$ cat config.mk
export PLATFORM = sky130hd
export DESIGN_NAME = burst_main_decoder
export DESIGN_NICKNAME = d
export VERILOG_FILES = /design/src/rtl/burst_main_decoder.sv
export SDC_FILE = /design/constraint.sdc
export NUM_CORES = 1
export LEC_CHECK = 0
export ABC_AREA = 1
export CORE_MARGIN = 3
export CORE_UTILIZATION = 40
export CTS_CLUSTER_DIAMETER = 30
export DETAILED_ROUTE_END_ITERATION = 10
export PLACE_DENSITY = 0.73
export SETUP_SLACK_MARGIN = 0.05
export SYNTH_ARGS = -nofsm -noshare
export SYNTH_HDL_FRONTEND = slang
export SYNTH_SLANG_ARGS = --single-unit
$ cat constraint.sdc
create_clock -name clk -period 1.5 [get_ports clk]
set_input_delay 0.3 -clock clk [delete_from_list [all_inputs] [get_ports clk]]
set_output_delay 0.3 -clock clk [all_outputs]
set_load 0.03 [all_outputs]
$ cat src/rtl/burst_main_decoder.sv
// burst_main_decoder
//   Registered main decoder with a multi-channel colour burst sequencer.
//   An accepted instruction is decoded into datapath controls that appear
//   one cycle later. A colour LD/ST with multi=1 walks channels
//   1..NUM_CHANNELS against the pixel memory and holds fetch until the
//   burst completes.
//
//   Optional feature macro: MAIN_DECODER_BURST_TIMEOUT_EN
//     defined   : per-beat watchdog aborts a stuck burst and pulses err
//     undefined : no watchdog, err tied low, a burst waits indefinitely
//
//   Ports
//     clk, rst         clock, asynchronous active-high reset
//     valid            instruction present on tipo/op/Inm/multi
//     tipo, op, Inm    instruction type, operation, immediate bit
//     multi            burst request (colour LD/ST only)
//     mem_ready        pixel memory completed the current beat
//     RegWrite, ImmSrc, ALUSrc, MemWrite, ResultSrc, Branch, ALUOp
//                      datapath controls
//     chan             colour channel accessed (0 = none)
//     stall            hold fetch while not idle
//     done             one-cycle pulse at burst completion
//     err              one-cycle pulse at burst timeout
module burst_main_decoder #(
    parameter  int unsigned NUM_CHANNELS   = 3,
    parameter  int unsigned TIMEOUT_CYCLES = 16,
    localparam int unsigned CH_W           = $clog2(NUM_CHANNELS + 1)
) (
    input  logic            clk,
    input  logic            rst,
    input  logic            valid,
    input  logic [1:0]      tipo,
    input  logic [1:0]      op,
    input  logic            Inm,
    input  logic            multi,
    input  logic            mem_ready,
    output logic            RegWrite,
    output logic [1:0]      ImmSrc,
    output logic            ALUSrc,
    output logic            MemWrite,
    output logic            ResultSrc,
    output logic            Branch,
    output logic [1:0]      ALUOp,
    output logic [CH_W-1:0] chan,
    output logic            stall,
    output logic            done,
    output logic            err
);

    localparam logic [1:0] S_IDLE  = 2'b00;
    localparam logic [1:0] S_ISSUE = 2'b01;
    localparam logic [1:0] S_BURST = 2'b10;

    // Elaboration-time parameter sanity checks
    if (NUM_CHANNELS < 3) begin : g_bad_channels
        $error("burst_main_decoder: NUM_CHANNELS must be at least 3");
    end
    if (TIMEOUT_CYCLES < 1) begin : g_bad_timeout
        $error("burst_main_decoder: TIMEOUT_CYCLES must be at least 1");
    end

    logic [1:0]      r_state;
    logic [1:0]      w_state_nxt;
    logic            w_regwrite_nxt;
    logic            w_alusrc_nxt;
    logic            w_memwrite_nxt;
    logic            w_resultsrc_nxt;
    logic            w_branch_nxt;
    logic [1:0]      w_aluop_nxt;
    logic [CH_W-1:0] w_chan_nxt;
    logic            w_done_nxt;
    logic            w_colour;
    logic            w_start_burst;
    logic            w_last_beat;

`ifdef MAIN_DECODER_BURST_TIMEOUT_EN
    localparam int unsigned CNT_W = $clog2(TIMEOUT_CYCLES + 1);
    logic [CNT_W-1:0] r_cnt;
    logic [CNT_W-1:0] w_cnt_nxt;
    logic             w_err_nxt;
    logic             w_timeout;
`endif

    // Colour LD (tipo 01) and colour ST (tipo 11) share tipo[0]=1 with op!=0
    assign w_colour      = tipo[0] && (op != 2'b00);
    assign w_start_burst = multi && w_colour;
    assign w_last_beat   = (chan == CH_W'(NUM_CHANNELS));

    // No immediate extension modes exist in this generation
    assign ImmSrc = 2'b00;

`ifdef MAIN_DECODER_BURST_TIMEOUT_EN
    assign w_timeout = !mem_ready && (r_cnt == CNT_W'(TIMEOUT_CYCLES - 1));
`endif

    // Next-state and next-output decode
    always_comb begin
        w_state_nxt     = S_IDLE;
        w_regwrite_nxt  = 1'b0;
        w_alusrc_nxt    = 1'b0;
        w_memwrite_nxt  = 1'b0;
        w_resultsrc_nxt = 1'b0;
        w_branch_nxt    = 1'b0;
        w_aluop_nxt     = 2'b00;
        w_chan_nxt      = '0;
        w_done_nxt      = 1'b0;
`ifdef MAIN_DECODER_BURST_TIMEOUT_EN
        w_cnt_nxt       = '0;
        w_err_nxt       = 1'b0;
`endif
        case (r_state)
            S_IDLE: begin
                if (valid) begin
                    w_state_nxt = w_start_burst ? S_BURST : S_ISSUE;
                    case (tipo)
                        2'b00: begin
                            w_regwrite_nxt = 1'b1;
                            w_alusrc_nxt   = Inm;
                            w_aluop_nxt    = 2'b10;
                        end
                        2'b01: begin
                            w_regwrite_nxt = 1'b1;
                            w_alusrc_nxt   = Inm;
                            if (op != 2'b00) begin
                                w_resultsrc_nxt = 1'b1;
                                // A burst always starts at channel 1 regardless of op
                                w_chan_nxt = w_start_burst ? CH_W'(1) : CH_W'(op);
                            end
                        end
                        2'b10: begin
                            if (op == 2'b10) begin
                                w_aluop_nxt = 2'b01;
                            end else begin
                                w_branch_nxt = 1'b1;
                            end
                        end
                        default: begin
                            w_alusrc_nxt = Inm;
                            if (op == 2'b00) begin
                                w_branch_nxt   = 1'b1;
                                w_regwrite_nxt = 1'b1;
                                w_aluop_nxt    = 2'b01;
                            end else begin
                                w_memwrite_nxt = 1'b1;
                                w_chan_nxt     = w_start_burst ? CH_W'(1) : CH_W'(op);
                            end
                        end
                    endcase
                end
            end
            S_ISSUE: begin
                w_state_nxt = S_IDLE;
            end
            S_BURST: begin
                if (mem_ready && w_last_beat) begin
                    w_done_nxt = 1'b1;
`ifdef MAIN_DECODER_BURST_TIMEOUT_EN
                end else if (w_timeout) begin
                    w_err_nxt = 1'b1;
`endif
                end else begin
                    // Hold beat controls; only the channel advances on a handshake
                    w_state_nxt     = S_BURST;
                    w_regwrite_nxt  = RegWrite;
                    w_alusrc_nxt    = ALUSrc;
                    w_memwrite_nxt  = MemWrite;
                    w_resultsrc_nxt = ResultSrc;
                    w_branch_nxt    = Branch;
                    w_aluop_nxt     = ALUOp;
                    w_chan_nxt      = mem_ready ? (chan + CH_W'(1)) : chan;
`ifdef MAIN_DECODER_BURST_TIMEOUT_EN
                    w_cnt_nxt       = mem_ready ? '0 : (r_cnt + CNT_W'(1));
`endif
                end
            end
            default: begin
                w_state_nxt = S_IDLE;
            end
        endcase
    end

    // State and output registers
    always_ff @(posedge clk or posedge rst) begin
        if (rst) begin
            r_state   <= S_IDLE;
            RegWrite  <= 1'b0;
            ALUSrc    <= 1'b0;
            MemWrite  <= 1'b0;
            ResultSrc <= 1'b0;
            Branch    <= 1'b0;
            ALUOp     <= 2'b00;
            chan      <= '0;
            stall     <= 1'b0;
            done      <= 1'b0;
        end else begin
            r_state   <= w_state_nxt;
            RegWrite  <= w_regwrite_nxt;
            ALUSrc    <= w_alusrc_nxt;
            MemWrite  <= w_memwrite_nxt;
            ResultSrc <= w_resultsrc_nxt;
            Branch    <= w_branch_nxt;
            ALUOp     <= w_aluop_nxt;
            chan      <= w_chan_nxt;
            stall     <= (w_state_nxt != S_IDLE);
            done      <= w_done_nxt;
        end
    end

`ifdef MAIN_DECODER_BURST_TIMEOUT_EN
    // Per-beat watchdog counter and timeout pulse
    always_ff @(posedge clk or posedge rst) begin
        if (rst) begin
            r_cnt <= '0;
            err   <= 1'b0;
        end else begin
            r_cnt <= w_cnt_nxt;
            err   <= w_err_nxt;
        end
    end
`else
    assign err = 1'b0;
`endif

endmodule

==> results of run 1 <==
==> metrics by stage <==
step | worst slack (ns) | util | hold WS, ns
4_1_cts | 0.08626 | 0.5739 | 0.3625
3_3_place_gp | 0.04087 | 0.5657 | 0.4922
3_5_place_dp | 0.02268 | 0.5657 | 0.4992
2_1_floorplan | 0.2700 | - | 0.1770
6_report | 0.1357 | 0.5747 | 0.3387
5_1_grt | 0.06643 | 0.5747 | 0.3854
==> power by group through the flow <==
stage	logic (W)	registers (W)	clock network, W
final	0.000374	0.000446	0.000221
after global routing	0.000415	0.000456	0.000240
after CTS	0.000377	0.000447	0.000228
after detailed placement	0.000409	0.000456	0
after global placement	0.000401	0.000451	0
after floorplan	0.000173	0.000541	0
==> area by class of cell <==
class / count / area, µm²
fill: 163 / 655.6
sequential: 13 / 325.3
multi-input combinational: 57 / 277.8
timing repair buffer: 21 / 195.2
inverter: 11 / 41.29
clock buffer: 4 / 26.28
tap: 16 / 20.02
==> flip-flops by register name, indices dropped and copies added, names as in the netlist <==
name,count
ALUOp,2
RegWrite,1
stall,1
chan,2
ALUSrc,1
done,1
MemWrite,1
Branch,1
r_state,2
ResultSrc,1
==> cell families after synthesis <==
kind of cell             Yosys count  synth area share
flip-flops                        13            0.4851
AND/OR/NAND/NOR                   43            0.3004
adder cells (fa/ha/maj)            1           0.01865
AO/OA/AOI/OAI                     10           0.07834
buffers and inverters             15            0.1119
other                              1          0.005592
==> worst paths after layout <==
path,end,cells after the start
setup / recovery,chan[0],1
hold / removal,done,2
setup reg to reg,chan[0],6
hold reg to reg,chan[1],2
max in group asynchronous,RegWrite,2
min in group clk,chan[1],2
==> placed cells by master (no fill, tap or decap), types with 3 or more instances in the layout <==
cell type	n
dlygate4sd2_1	10
clkbuf_4	3
o21ai_0	3
inv_1	9
o21ai_1	5
nor2_2	3
nand2_1	23
clkdlybuf4s50_1	9
nand2_2	3
nand3_1	11
conb_1	3
dfrtp_1	13
==> per-layer routing <==
layer	up-vias	global-route usage
met1	267	0.1934
met5	-	0
met3	4	0.02299
met2	24	0.2412
met4	0	0.1160
li1	305	-
==> timing repair <==
action,in CTS,in global routing
endpoints found under the setup margin,11,1
hold buffers,0,0
gates resized for setup,11,1
==> synthesized netlist by cell type (all sizes together) <==
master / count
a21oi: 1
buf: 4
clkinv: 1
conb: 1
dfrtp: 13
ha: 1
inv: 10
nand2: 26
nand3: 11
nand3b: 1
nor2: 5
o21ai: 8
o31ai: 1
==> results.yml, run 1 <==
route:
  ant_nets: 0
  via_per_inst: 4.918
  top_layer: "met4"
  first_pass_iters: 4
  drc: 0
  wirelength_mm: 1.347
  routedWlPerCell_um: 11.04
  drtIter0Drc: 14
  dr_wl_met3_um: 102
  wl_met1_um: 592
  wl_met2_um: 616
  vias: 600
pwr:
  intPower_w: 0.0006410
  p_clk_frac: 0.212
  leakagePower_nw: 0.4840
  sw_frac_of_total: 0.3840
  total_power_w: 0.001041
  power.switching_w: 0.0003995
  p_seq_frac: 0.428
  power_density_nw_per_um2: 1175
  power_frac_comb: 0.360
  peakVddDrop_mv: 0.6172
grt:
  grt_use_total: 0.1553
  grt_first_pass_wirelength_mm: 2.346
  antenna_found_initial: 0
  grt_max_degree: 14
  overflow: 0
  grt_pass1_vias: 549
yosys:
  syn_inst: 83
  syn-mean-instance-area_um2: 8.080
  yosysWarnings: 0
  synth_top_area_cell: "dfrtp_1"
  synth.top_cell.area_share: 0.4851
  yosys-top-cells-area: "dfrtp_1, nand2_1, nand3_1"
  netlist-cell-type-count: 19
  seq_area_frac_synth: 0.4851
  syn-cell-area_um2: 670.6
  synth-seq-cells: 13
place:
  place_congestion: 0.8008
  place_area_um2: 872.1
  hpwl_mm: 1.080
  portBuffers: 20
  dp.cells: 118
clocking:
  clock_sinks: 13
  root_buffer: "clkbuf_4"
  clock_latency_ns: 0.28
  cts_tree: "built"
  cts.clk_slew.worst_paths_ns: 0.08
  cts_setup_buffers: 0
  cts_buffers: 3
  htreeDepth: 1
  clock_path_buffers: 2
setup_path:
  crit_chain: "clkdlybuf4s15_1"
  crit_type: "reg -> out"
  cp-end-kind: "primary output"
  cp_slowest_stage_delay_ns: 0.40
  required_ns: 1.20
  cp-startpoint: "chan[0]"
  cp-start-kind: "flip-flop"
  crit_fanout: 4
  reg2reg_slack_ns: 0.29
  critPathSlowestCell: "dfrtp_1"
  r2r-start: "chan[0]"
  cp_top_family: "flip-flops"
  critPathArrivalTime_ns: 1.06
  path_buf_inv: 1
timing:
  fin_skew_ns: 0.001164
  setup_viol: 0
  post-route-period-util: 0.9095
  finalHoldViolations: 0
  setup_tns_ns: 0
  rsz0062_at_grt: "false"
  timing.final.max_slew_violations: 0
  layout_min_cycle_time_ns: 1.364
  fmax_ghz: 0.7330
finish:
  stdcell_count: 122
  final_area_um2: 885.9
  antennaDiodeCount: 0
  final_nets: 118
  layout-drive-gt1-share: 0.1132
  syn2layout_area_growth_pct: 32.09
hold_path:
  hold_class: "in -> async"
die:
  ios: 24
  fp.coreArea_um2: 1541
  die_area_um2: 2204
  die_w_um: 46.95
  fp-row-count: 14
  die_y_um: 46.95
  start_util: 0.4351
outcome:
  status: "finished clean"
job:
  maxCapViolations: 0
No activity file was read; power rests on OpenSTA's default activity.
==> inputs of run 2 (changes only) <==
- SETUP_SLACK_MARGIN: 0.05 -> default
==> results.yml, run 2 (same netlist as run 1, synthesis figures left out) <==
clocking:
  cts_tree: "built"
  cts.clk_slew.worst_paths_ns: 0.08
  post_cts_resized: 11
  htreeDepth: 1
  postCtsHoldBufs: 0
  clock_sinks: 13
  root_buffer: "clkbuf_4"
  cts_buffers: 3
  clock_path_buffers: 2
  clock_latency_ns: 0.28
  cts_setup_buffers: 0
route:
  wirelength_mm: 1.347
  drc: 0
  first_pass_iters: 4
  drtIter0Drc: 14
  vias: 600
  routedWlPerCell_um: 11.04
  ant_nets: 0
  via_per_inst: 4.918
setup_path:
  required_ns: 1.20
  critPathSlowestCell: "dlygate4sd2_1"
  r2r-start: "chan[0]"
  regToRegEndpoint: "chan[0]"
  cp_slowest_stage_delay_ns: 0.41
  r2r_cells: 6
  crit_chain: "dlygate4sd2_1"
  cp_top_family: "buffers and inverters"
  cp-start-kind: "flip-flop"
  path_buf_inv: 1
  cp-startpoint: "chan[0]"
  critPathArrivalTime_ns: 1.09
  cp-end-kind: "primary output"
  crit_fanout: 4
  crit_type: "reg -> out"
  reg2reg_slack_ns: 0.29
job:
  maxCapViolations: 0
timing:
  fin_skew_ns: 0.001164
  rsz0062_at_grt: "false"
  setup_tns_ns: 0
  finalHoldViolations: 0
  post-route-period-util: 0.9267
  layout_min_cycle_time_ns: 1.390
  setup_viol: 0
  fmax_ghz: 0.7194
  timing.final.max_slew_violations: 0
grt:
  grt_max_degree: 14
  overflow: 0
  grt_use_total: 0.1553
  antenna_found_initial: 0
  grt_first_pass_wirelength_mm: 2.346
  grt_pass1_vias: 549
die:
  die_area_um2: 2204
  die_w_um: 46.95
  fp.coreArea_um2: 1541
  start_util: 0.4351
  ios: 24
  die_y_um: 46.95
  fp-row-count: 14
finish:
  n_fill_cell: 164
  layout_common_cells: "nand2_1, dfrtp_1, nand3_1, dlygate4sd2_1"
  final_util: 0.5739
  final_nets: 118
  syn2layout_area_growth_pct: 31.90
  multi_input_area_um2: 277.8
  layout-drive-gt1-share: 0.1132
  top_regs: "ALUOp x2, chan x2, r_state x2"
  seqCellArea_um2: 325.3
  mostFrequentLayoutCell: "nand2_1"
  antennaDiodeCount: 0
outcome:
  status: "finished clean"
pwr:
  peakVddDrop_mv: 0.6171
  leakagePower_nw: 0.4866
  power_density_nw_per_um2: 1174
place:
  portBuffers: 20
  place_congestion: 0.8008
  hpwl_mm: 1.080
hold_path:
  hold_class: "in -> async"
[run 2: metal layers]
layer | GRT usage | share of wire | vias to the layer above
met4 | 0.1160 | 0.027 | 0
met2 | 0.2412 | 0.46 | 24
met5 | 0 | 0 | -
met1 | 0.1934 | 0.44 | 267
li1 | - | - | 305
met3 | 0.02299 | 0.076 | 4
[run 2: worst max path at each step]
stage                   end  slack (ns)  cells past startpoint
floorplan           chan[0]        0.27                      6
global placement    chan[0]        0.04                      9
detailed placement  chan[0]        0.02                      9
CTS                 chan[0]        0.09                      1
global route        chan[0]        0.04                      1
finish              chan[0]        0.11                      1
[run 2: cell type report]
class	count	share of cell area
tap	16	0.02263
timing repair buffer	21	0.2192
clock buffer	4	0.02970
inverter	11	0.04668
sequential	13	0.3678
multi-input combinational	57	0.3140
[run 2: through the flow]
step / cell area (µm²) / setup slack (ns) / power, W / instances / hold slack (ns)
2_1_floorplan: 678.2 / 0.2700 / 0.0007140 / 85 / 0.1770
3_3_place_gp: 872.1 / 0.04087 / 0.0008522 / 118 / 0.4922
3_5_place_dp: 872.1 / 0.02268 / 0.0008653 / 118 / 0.4992
4_1_cts: 884.6 / 0.08626 / 0.001053 / 122 / 0.3625
5_1_grt: 884.6 / 0.04323 / 0.001109 / 122 / 0.3854
6_report: 884.6 / 0.1099 / 0.001038 / 122 / 0.3387
[run 2: report_power, final]
group	switching (W)	internal (W)
clock network	0.000117	0.000103
logic	0.000244	0.000128
registers	0.0000378	0.000408
==> inputs of run 3 (changes only) <==
- CORE_MARGIN: 3 -> default
==> results.yml, run 3 (same netlist as run 1, synthesis figures left out) <==
outcome:
  status: "finished clean"
die:
  fp.coreArea_um2: 1541
  die_area_um2: 1844
  die_w_um: 42.95
  fp-row-count: 14
  ios: 24
  start_util: 0.4351
  die_y_um: 42.95
grt:
  grt_util_met1: 0.2049
  use_met3: 0.02553
  grt_pass1_vias: 520
  use_met2: 0.2545
  antenna_found_initial: 0
  overflow: 0
  grt_first_pass_wirelength_mm: 2.166
  grt_use_total: 0.1627
  grt_max_degree: 14
  top_usage_layer: "met2"
clocking:
  clock_sinks: 13
  postCtsHoldBufs: 0
  cts.clk_slew.worst_paths_ns: 0.08
  post_cts_resized: 11
  clock_latency_ns: 0.28
  clock_path_buffers: 2
  cts_setup_buffers: 0
  root_buffer: "clkbuf_4"
  cts_buffers: 3
  cts_tree: "built"
  htreeDepth: 1
setup_path:
  crit_chain: "dlygate4sd2_1"
  critPathArrivalTime_ns: 1.08
  crit_type: "reg -> out"
  cp-start-kind: "flip-flop"
  cp-end-kind: "primary output"
  crit_fanout: 4
  path_buf_inv: 1
  cp_top_family: "buffers and inverters"
  required_ns: 1.20
  cp_slowest_stage_delay_ns: 0.41
  critPathSlowestCell: "dlygate4sd2_1"
timing:
  setup_tns_ns: 0
  hold_slack_ns: 0.3457
  fmax_ghz: 0.7229
  layout_min_cycle_time_ns: 1.383
  setup_viol: 0
  max_slew_margin: 0.6663
  timing.final.max_slew_violations: 0
  post-route-period-util: 0.9222
  finalHoldViolations: 0
  fin_skew_ns: 0.007597
  tightest_slew_ns: 0.4999
  rsz0062_at_grt: "false"
finish:
  layout-drive-gt1-share: 0.1215
  top_regs: "ALUOp x2, chan x2, r_state x2"
  n_fill_cell: 155
  syn2layout_area_growth_pct: 33.02
  final_nets: 119
  stdcell_count: 123
  final_util: 0.5787
  mostFrequentLayoutCell: "nand2_1"
  layout_common_cells: "nand2_1, dfrtp_1, nand3_1, dlygate4sd2_1"
  antennaDiodeCount: 0
route:
  via_per_inst: 4.911
  drtIter0Drc: 6
  wirelength_mm: 1.314
  first_pass_iters: 4
  routedWlPerCell_um: 10.68
  ant_nets: 0
  vias: 604
  drc: 0
place:
  hpwl_mm: 1.066
  portBuffers: 20
  place_congestion: 0.8112
  dp.cells: 119
pwr:
  leakagePower_nw: 0.4908
  total_power_w: 0.001036
  power_density_nw_per_um2: 1161
  peakVddDrop_mv: 0.5787
job:
  maxCapViolations: 0
hold_path:
  hold_class: "in -> async"
-- run 3: cell count changes in the layout (fill, tap and decap cells not counted) --
cell / delta
buf_4: +1
-- run 3: where the power goes --
group / leakage, nW / switching (W) / internal (W)
Combinational: 0.302 / 0.000246 / 0.000129
Sequential: 0.174 / 0.0000363 / 0.000407
Clock: 0.0150 / 0.000114 / 0.000103
-- run 3: per-layer routing --
metal | part of all wire | routed length, µm | vias up
li1 | - | - | 305
met1 | 0.48 | 627 | 277
met2 | 0.46 | 607 | 18
met3 | 0.040 | 52 | 4
met4 | 0.021 | 27 | 0
met5 | 0 | 0 | -
-- run 3: final timing paths --
check	start	endpoint	slack, ns	depth (start not counted)
worst max-delay path	chan[0]	chan[0]	0.12	1
worst min-delay path	rst	RegWrite	0.35	2
worst max register to register	chan[0]	MemWrite	0.36	5
worst min register to register	ALUSrc	ALUSrc	0.52	2
max in group asynchronous	rst	stall	0.81	2
min in group clk	ALUSrc	ALUSrc	0.52	2
-- run 3: metrics by stage --
step                setup slack, ns  instance area, µm²
finish                       0.1167               892.1
global placement            0.09442               879.6
global route                0.05851               892.1
CTS                          0.1042               892.1
detailed placement          0.04909               879.6
floorplan                    0.2700               678.2
-- run 3: layout make-up --
type	instances	area [µm²]	area share
Sequential cell	13	325.3	0.3647
Timing Repair Buffer	22	201.4	0.2258
Multi-Input combinational cell	57	277.8	0.3114
Tap cell	16	20.02	0.02244
Inverter	11	41.29	0.04628
Clock buffer	4	26.28	0.02945
